File: config.mk
export PLATFORM = sky130hd
export DESIGN_NAME = float_threshold_search
export DESIGN_NICKNAME = d
export VERILOG_FILES = /design/src/rtl/float_threshold_search.sv
export SDC_FILE = /design/constraint.sdc
export NUM_CORES = 1
export LEC_CHECK = 0
export ABC_AREA = 0
export CORE_UTILIZATION = 55
export DETAILED_ROUTE_END_ITERATION = 10
export PLACE_DENSITY = 0.83
export SLEW_MARGIN = 40
export SYNTH_ARGS = -nofsm -noshare
export SYNTH_HDL_FRONTEND = slang
export SYNTH_SLANG_ARGS = --single-unit
export TNS_END_PERCENT = 1
File: constraint.sdc
create_clock -name clock -period 3.6 [get_ports clock]
set_input_delay 0.54 -clock clock [delete_from_list [all_inputs] [get_ports clock]]
set_output_delay 0.54 -clock clock [all_outputs]
set_load 0.02 [all_outputs]
File: src/rtl/float_threshold_search.sv
// Successive-approximation readback of a float comparator threshold: probes `a`,
// reads `is_higher`, recovers b. Optional `abort` input when FTS_ABORT_EN is defined.
module float_threshold_search #(
   parameter int CMP_LATENCY = 1
) (
   input  logic        clock,
   input  logic        reset_n,
   input  logic        start,
`ifdef FTS_ABORT_EN
   input  logic        abort,
`endif
   output logic [31:0] a,
   input  logic        is_higher,
   output logic        busy,
   output logic        done,
   output logic [31:0] result,
   output logic        sat_low,
   output logic        sat_high
);

   localparam int WCNT_W = (CMP_LATENCY < 2) ? 1 : $clog2(CMP_LATENCY + 1);
   localparam logic [WCNT_W-1:0] WCNT_LOAD = WCNT_W'(CMP_LATENCY);

   typedef enum logic [1:0] {
      ST_IDLE = 2'd0,
      ST_WAIT = 2'd1,
      ST_DONE = 2'd2
   } state_t;

   // Ordered key to float bits: keys above 2^31 are non-negative floats, the rest are
   // negatives in reversed order, so the key space is monotone in float value.
   function automatic logic [31:0] key_to_float(input logic [31:0] k);
      return k[31] ? {1'b0, k[30:0]} : ~k;
   endfunction

   state_t             state_r, state_s;
   logic [31:0]        acc_r, acc_s;
   logic [4:0]         bit_r, bit_s;
   logic [WCNT_W-1:0]  wcnt_r, wcnt_s;
   logic [31:0]        a_r, a_s;
   logic               busy_r, busy_s;
   logic               done_r, done_s;
   logic [31:0]        result_r, result_s;
   logic               sat_low_r, sat_low_s;
   logic               sat_high_r, sat_high_s;
   logic               abort_s;
   logic               sample_s;
   logic [31:0]        acc_upd_s;
   logic [4:0]         bit_dec_s;

`ifdef FTS_ABORT_EN
   assign abort_s = abort;
`else
   assign abort_s = 1'b0;
`endif

   assign sample_s  = (state_r == ST_WAIT) && (wcnt_r == '0) && !abort_s;
   assign acc_upd_s = is_higher ? acc_r : (acc_r | (32'd1 << bit_r));
   assign bit_dec_s = bit_r - 5'd1;

   // State register.
   always_ff @(posedge clock or negedge reset_n) begin
      if (!reset_n) begin
         state_r <= ST_IDLE;
      end else begin
         state_r <= state_s;
      end
   end

   // Next-state decode; abort outranks the probe sample.
   always_comb begin
      state_s = state_r;
      case (state_r)
         ST_IDLE: begin
            if (start) state_s = ST_WAIT;
            else       state_s = ST_IDLE;
         end
         ST_WAIT: begin
            if (abort_s)                        state_s = ST_IDLE;
            else if (sample_s && bit_r == 5'd0) state_s = ST_DONE;
            else                                state_s = ST_WAIT;
         end
         ST_DONE: state_s = ST_IDLE;
         default: state_s = ST_IDLE;
      endcase
   end

   // Datapath next values; every output is registered from these.
   always_comb begin
      acc_s      = acc_r;
      bit_s      = bit_r;
      wcnt_s     = wcnt_r;
      a_s        = a_r;
      busy_s     = busy_r;
      done_s     = 1'b0;
      result_s   = result_r;
      sat_low_s  = sat_low_r;
      sat_high_s = sat_high_r;
      case (state_r)
         ST_IDLE: begin
            if (start) begin
               a_s    = key_to_float(32'h8000_0000);
               acc_s  = 32'h0000_0000;
               bit_s  = 5'd31;
               wcnt_s = WCNT_LOAD;
               busy_s = 1'b1;
            end else begin
               busy_s = 1'b0;
            end
         end
         ST_WAIT: begin
            if (abort_s) begin
               busy_s = 1'b0;
            end else if (wcnt_r != '0) begin
               wcnt_s = wcnt_r - WCNT_W'(1);
            end else begin
               acc_s = acc_upd_s;
               if (bit_r != 5'd0) begin
                  bit_s  = bit_dec_s;
                  a_s    = key_to_float(acc_upd_s | (32'd1 << bit_dec_s));
                  wcnt_s = WCNT_LOAD;
               end else begin
                  busy_s     = 1'b0;
                  done_s     = 1'b1;
                  result_s   = key_to_float(acc_upd_s);
                  sat_low_s  = (acc_upd_s == 32'h0000_0000);
                  sat_high_s = (acc_upd_s == 32'hFFFF_FFFF);
               end
            end
         end
         ST_DONE: begin
            busy_s = 1'b0;
         end
         default: begin
            busy_s = 1'b0;
         end
      endcase
   end

   // Datapath and output registers.
   always_ff @(posedge clock or negedge reset_n) begin
      if (!reset_n) begin
         acc_r      <= 32'h0000_0000;
         bit_r      <= 5'd31;
         wcnt_r     <= '0;
         a_r        <= 32'h0000_0000;
         busy_r     <= 1'b0;
         done_r     <= 1'b0;
         result_r   <= 32'h0000_0000;
         sat_low_r  <= 1'b0;
         sat_high_r <= 1'b0;
      end else begin
         acc_r      <= acc_s;
         bit_r      <= bit_s;
         wcnt_r     <= wcnt_s;
         a_r        <= a_s;
         busy_r     <= busy_s;
         done_r     <= done_s;
         result_r   <= result_s;
         sat_low_r  <= sat_low_s;
         sat_high_r <= sat_high_s;
      end
   end

   assign a        = a_r;
   assign busy     = busy_r;
   assign done     = done_r;
   assign result   = result_r;
   assign sat_low  = sat_low_r;
   assign sat_high = sat_high_r;

endmodule
==> results of run 1 <==
## power by group through the flow
stage / logic, W / registers, W / clock network, W
global route: 0.0000544 / 0.00122 / 0.000880
global placement: 0.0000478 / 0.00124 / 0
detailed placement: 0.0000489 / 0.00124 / 0
finish: 0.0000479 / 0.00122 / 0.000820
floorplan: 0.00000968 / 0.00124 / 0
CTS: 0.0000491 / 0.00122 / 0.000830
## kinds of logic after synthesis
logic type,count (synthesis)
XOR/XNOR,56
AO/OA/AOI/OAI,178
adder cells (fa/ha/maj),7
AND/OR/NAND/NOR,156
buffers and inverters,54
flip-flops,108
## layout make-up
type                    instances  area [um2]
clock buffers                   9         124
clock inverters                 7        97.6
fillers                       797        3240
inverters                      10        37.5
multi-input cells             397        2540
flip-flops and latches        108        2710
well taps                     133         166
repair buffers                 84         817
## cells in the mapped netlist (all sizes together)
master | n | share of area [%]
dfrtp | 103 | 47
a21oi | 65 | 6.2
o21ai | 45 | 4.1
xnor2 | 45 | 7.2
nand2 | 42 | 2.9
nor2 | 36 | 2.5
nand3 | 35 | 3.2
clkbuf | 24 | 1.7
a22o | 21 | 3.3
buf | 20 | 2.5
a21o | 12 | 1.6
a32o | 11 | 2.0
nand4 | 11 | 1.2
xor2 | 11 | 1.7
inv | 10 | 0.68
o21a | 9 | 1.2
ha | 7 | 1.6
nor4 | 7 | 0.79
dfstp | 5 | 2.4
nor2b | 5 | 0.57
nor3b | 5 | 1.1
and3b | 4 | 0.66
o211ai | 4 | 0.79
a31oi | 3 | 0.34
nand2b | 3 | 0.34
nor3 | 3 | 0.36
a22oi | 2 | 0.27
o22ai | 2 | 0.34
o31ai | 2 | 0.27
or4 | 2 | 0.27
and2 | 1 | 0.11
nor4b | 1 | 0.27
o2bb2ai | 1 | 0.16
o41ai | 1 | 0.30
or2 | 1 | 0.11
## layer usage
metal / wire, um / up-vias / track usage, %
met5: 0 / - / 0
met3: 1380 / 47 / 6.77
met4: 452 / 0 / 12.1
met1: 5640 / 2170 / 38.4
met2: 6470 / 286 / 44.7
li1: - / 2075 / -
## sequential cells by signal, indices dropped and copies added (netlist names)
signal,count
a,32
acc_r,32
result,32
bit_r,5
state_r,2
busy,1
done,1
sat_high,1
sat_low,1
wcnt_r,1
## per-stage QoR
stage / hold WS (ns) / instance area [um2]
after floorplan: 0.244 / 5510
after global placement: 0.462 / 6250
after detailed placement: 0.470 / 6250
after CTS: 0.195 / 6470
after global routing: 0.224 / 6490
final: 0.176 / 6490
## worst max-delay path: cells and delay by family (launching register included)
| kind | cells | cell delay, ns |
|---|---|---|
| flops | 1 | 0.62 |
| fa+ha+maj | 1 | 0.48 |
| simple gates | 3 | 0.99 |
| compound gates | 2 | 0.67 |
## final timing paths
path                       startpoint    endpoint  slack, ns
max                          bit_r[0]    sat_high       0.75
min                           reset_n        done       0.18
max reg2reg                  bit_r[0]    sat_high       0.75
min reg2reg                result[11]  result[11]       0.49
max in group asynchronous     reset_n  result[19]       2.66
min in group clock         result[11]  result[11]       0.49
==> results_dict.tcl, run 1 <==
set metrics [dict create \
    vdd_drop_max_v 0.000240 \
    grt_pass1_wl_um 22300 \
    viasPerCell 6.12 \
    detail_route.drc_violations 0 \
    post_layout_nonfiller_instances 748 \
    place_ws_ns 0.655 \
    dieArea_mm2 0.0104 \
    postLayoutSetupSlackWorst_ns 0.751 \
    grt_max_degree 75 \
    fin_setup_tns_ns 0 \
    cts_hold_buf 0 \
    yosys.area_share.adder_pct 1.59 \
    worst_skew_pair.late_latency_ns 0.38 \
    num_vias 4578 \
    post_synthesis_share_of_cell_area_spent_on_xor_and_xnor_gates_pct 8.90 \
    num_io_pins 72 \
    die_h_um 102 \
    worst_slew_pin_slew_ns 0.769 \
    maxClockFrequency_ghz 0.351 \
    timing.final.crit_share_pct 79.2 \
    synth.area.mux_share_pct 0 \
    global_route.usage.total_pct 28.6 \
    worstPathCellList "ha_1 > nor3b_2 > a21oi_1 > nor4_1 > nand4_1 > o41ai_2" \
    drv_slew 0 \
    critical-path-max-stage-delay_ns 0.62 \
    detailed_routing_iteration_count_for_the_pre_antenna_repair_pass 5 \
    start_util_pct 56.6 \
    finalHoldViolCount 0 \
    sequential_power_share_pct 58.4 \
    first_iter_violations 417 \
    worst_hold_path_type "input port to asynchronous set/reset pin" \
    ys_seq_elements 108 \
    syn2layout_area_growth_pct 17.9 \
    yosysSeqAreaShare_pct 49.2 \
    tritoncts "yes" \
    ctsResizeCount 0 \
    intPower_w 0.00162 \
    drive_above_1_share_pct 9.11 \
    gpl.final_weighted_congestion 0.989 \
    ctsLongestPathBuffers 2 \
    rsz0062_at_grt "no" \
    netlist_instances 559 \
    synth_simple_gate_area_share_pct 14.4 \
    p_sw_share_pct 22.1 \
    synth_cell_types 46 \
    io_buffers 71 \
    end_kind "register" \
    fin_total_pwr_w 0.00208 \
    cts-buffers-inserted 9 \
    antenna_left 0 \
    clock_power_share_pct 39.3 \
    cp-start-kind "register" \
    synth_top_family_by_area "compound AO/OA/AOI/OAI gates" \
    dpl.cell_count 731 \
    final_setup_fails 0 \
    synth.cell_area_mm2 0.00551 \
    core-area_mm2 0.00973 \
    ys.warnings.count 0 \
    p_comb_share_pct 2.3 \
    clock_sinks 108 \
    drv_cap 0 \
    slew-limit-headroom_pct 48.8 \
    htreeDepth 3 \
    routed_wire_length_per_instance_um 18.6 \
    worst_ep_arrival_time_ns 3.14 \
    clk_transition_reported_paths_ns 0.10 \
    outcome "completed" \
    num_antenna_cells 0 \
    synth_nets 570 \
    synth-compound-area-share_pct 21.0 \
    total_switching_power_w 0.000461 \
    global_route_overflow 0 \
    cts_setup_buffers 0 \
    slowest_stage "dfstp_2" \
    power_density_mw_per_mm2 321 \
    hpwl_dp_um 9800 \
    fin_nets 621 \
    root_buffer "clkbuf_8" \
    power_leakage_nw 2.86 \
    final_cell_mix "dfrtp_1 (103), clkdlybuf4s50_1 (70), a21oi_1 (62)" \
    final_common_cell "dfrtp_1" \
    criticalPathCategory "register to register" \
    syn_area_per_cell_um2 9.86 \
    core.rowCount 36 \
    cp.required_ns 3.89 \
    route.final.wire_length_um 13900 \
    timing.final.crit_period_ns 2.85 \
    first_global_vias 4327 \
    reg2regPathDepth 6 \
    final.setup_skew_ns 0.0103 \
    grt_antenna_before_repair 0 \
    cp_max_fo 9 \
    post-route-util_pct 66.7 \
    horiz_die_dim_um 102 \
]
Power figures use the tool's default switching activity.
==> inputs of run 2 (changes only) <==
Settings changed: CORE_UTILIZATION 55 to 50, PLACE_DENSITY 0.83 to 0.79.
Clock period 3.6 ns to 2.3 ns, I/O delays scaled along.
==> results_dict.tcl, run 2 (synthesized netlist as in run 1, its figures left out) <==
set metrics [dict create \
    path_common_cell "buf_4" \
    sequential_power_share_pct 59.4 \
    route.final.wire_length_um 15200 \
    final.setup_skew_ns 0.0178 \
    final_common_cell "dfrtp_1" \
    finalHoldViolCount 0 \
    cp_max_fo 6 \
    post_dp_cell_area_mm2 0.00686 \
    viasPerCell 5.88 \
    highest_routing_layer_actually_used "met4" \
    worst_skew_pair.late_latency_ns 0.39 \
    vdd_drop_max_v 0.000412 \
    total_switching_power_w 0.000737 \
    clock_sinks 108 \
    gpl.final_weighted_congestion 0.959 \
    horiz_die_dim_um 107 \
    grt_antenna_before_repair 0 \
    drv_cap 0 \
    grt_max_degree 46 \
    start_util_pct 52.4 \
    grt_pass1_wl_um 24100 \
    io_buffers 71 \
    p_sw_share_pct 23.0 \
    drv_slew 0 \
    power_leakage_nw 3.22 \
    first_iter_violations 288 \
    fin_nets 691 \
    first_global_vias 4643 \
    slew-limit-headroom_pct 59.7 \
    cp-start-kind "register" \
    timing.final.crit_share_pct 98.7 \
    htreeDepth 3 \
    fin_worst_hold_slack_ns 0.487 \
    clock_power_share_pct 37.9 \
    antenna_left 0 \
    global_route.usage.total_pct 27.8 \
    core-area_mm2 0.0105 \
    global_route_overflow 0 \
    worst_ep_arrival_time_ns 2.59 \
    num_io_pins 72 \
    detail_route.drc_violations 0 \
    cp.required_ns 2.62 \
    root_buffer "clkbuf_8" \
    syn2layout_area_growth_pct 32.5 \
    worst_path_dominant_cell_family "simple AND/OR/NAND/NOR gates" \
    worstPathCellList "inv_1 > ha_2 > nor3b_2 > buf_4 > a21oi_2 > buf_4 > nand4_1 > nor4_2 > a32o_1" \
    power_density_mw_per_mm2 439 \
    drive_above_1_share_pct 21.9 \
    critical-path-max-stage-delay_ns 0.56 \
    tritoncts "yes" \
    final_cell_mix "dfrtp_1 (103), buf_4 (72), clkdlybuf4s50_1 (70)" \
    worst_hold_path_type "register to register" \
    final_area_mm2 0.00730 \
    maxClockFrequency_ghz 0.440 \
    detailed_routing_iteration_count_for_the_pre_antenna_repair_pass 5 \
    reg2regPathDepth 9 \
    post_layout_nonfiller_instances 821 \
    ctsLongestPathBuffers 2 \
    cts-buffers-inserted 9 \
    end_kind "register" \
    wl_met3_um 768 \
    post-route-util_pct 69.5 \
    num_vias 4826 \
    core.rowCount 37 \
    worstPathBufferInverterCount 3 \
    num_antenna_cells 0 \
    rsz0062_at_grt "yes" \
    p_comb_share_pct 2.8 \
    outcome "completed" \
    worst_slew_pin_slew_ns 0.605 \
    slowest_stage "dfstp_2" \
    fin_total_pwr_w 0.00321 \
    timing.final.crit_period_ns 2.27 \
    dpl.cell_count 800 \
    intPower_w 0.00247 \
    routed-wl-met2_um 7470 \
    die_h_um 107 \
    cp.depth 9 \
    hpwl_dp_um 10800 \
    met1_wl_um 6570 \
    criticalPathCategory "register to register" \
    dieArea_mm2 0.0114 \
    routed_wire_length_per_instance_um 18.6 \
    whs_path_depth 2 \
    clk_transition_reported_paths_ns 0.11 \
    final_setup_fails 0 \
]
==> run 2: worst min-delay path, delay by kind of cell, from the launching register on <==
kind             cells  cell delay [ns]
AND/OR/NAND/NOR      1             0.04
AO/OA/AOI/OAI        1             0.06
flip-flops           1             0.35
==> run 2: what timing repair did <==
action / in CTS / in global routing
gates cloned: 0 / 2
setup buffers: 0 / 2
setup endpoints to repair: 31 / 35
pin swaps: 0 / 4
hold buffers: 1 / 0
hold endpoints to repair: 43 / 0
gates resized for setup: 7 / 29
==> run 2: final timing paths <==
check | start | to | slack [ns]
hold reg to reg | result[10] | result[10] | 0.49
max in group asynchronous | reset_n | bit_r[2] | 1.11
hold / removal | result[10] | result[10] | 0.49
min in group asynchronous | reset_n | acc_r[16] | 0.50
setup / recovery | bit_r[0] | sat_low | 0.03
setup reg to reg | bit_r[0] | sat_low | 0.03
==> run 2: layer usage <==
metal | global-route usage [%] | vias up
met3 | 5.90 | 38
met1 | 37.3 | 2401
met2 | 44.2 | 161
li1 | - | 2226
met4 | 10.7 | 0
met5 | 0 | -
==> run 2: stage by stage <==
step / TNS (ns) / setup slack [ns]
6_report: 0 / 0.0297
5_1_grt: -0.283 / -0.0819
4_1_cts: -0.0218 / -0.0218
3_5_place_dp: -0.818 / -0.153
3_3_place_gp: -0.472 / -0.129
2_1_floorplan: 0 / 0.0000127
==> run 2: cell type report <==
class / count / area (um2)
Clock inverter: 5 / 60.1
Sequential cell: 108 / 2710
Clock buffer: 11 / 141
Fill cell: 821 / 3210
Multi-Input combinational cell: 397 / 2710
Tap cell: 136 / 170
Inverter: 10 / 37.5
Timing Repair Buffer: 154 / 1470
==> run 2: power by group through the flow <==
stage	logic (W)	clock network, W	registers (W)
2_1_floorplan	0.0000151	0	0.00194
3_3_place_gp	0.0000847	0	0.00194
3_5_place_dp	0.0000874	0	0.00194
4_1_cts	0.0000888	0.00124	0.00190
5_1_grt	0.0000998	0.00130	0.00191
6_report	0.0000885	0.00121	0.00190
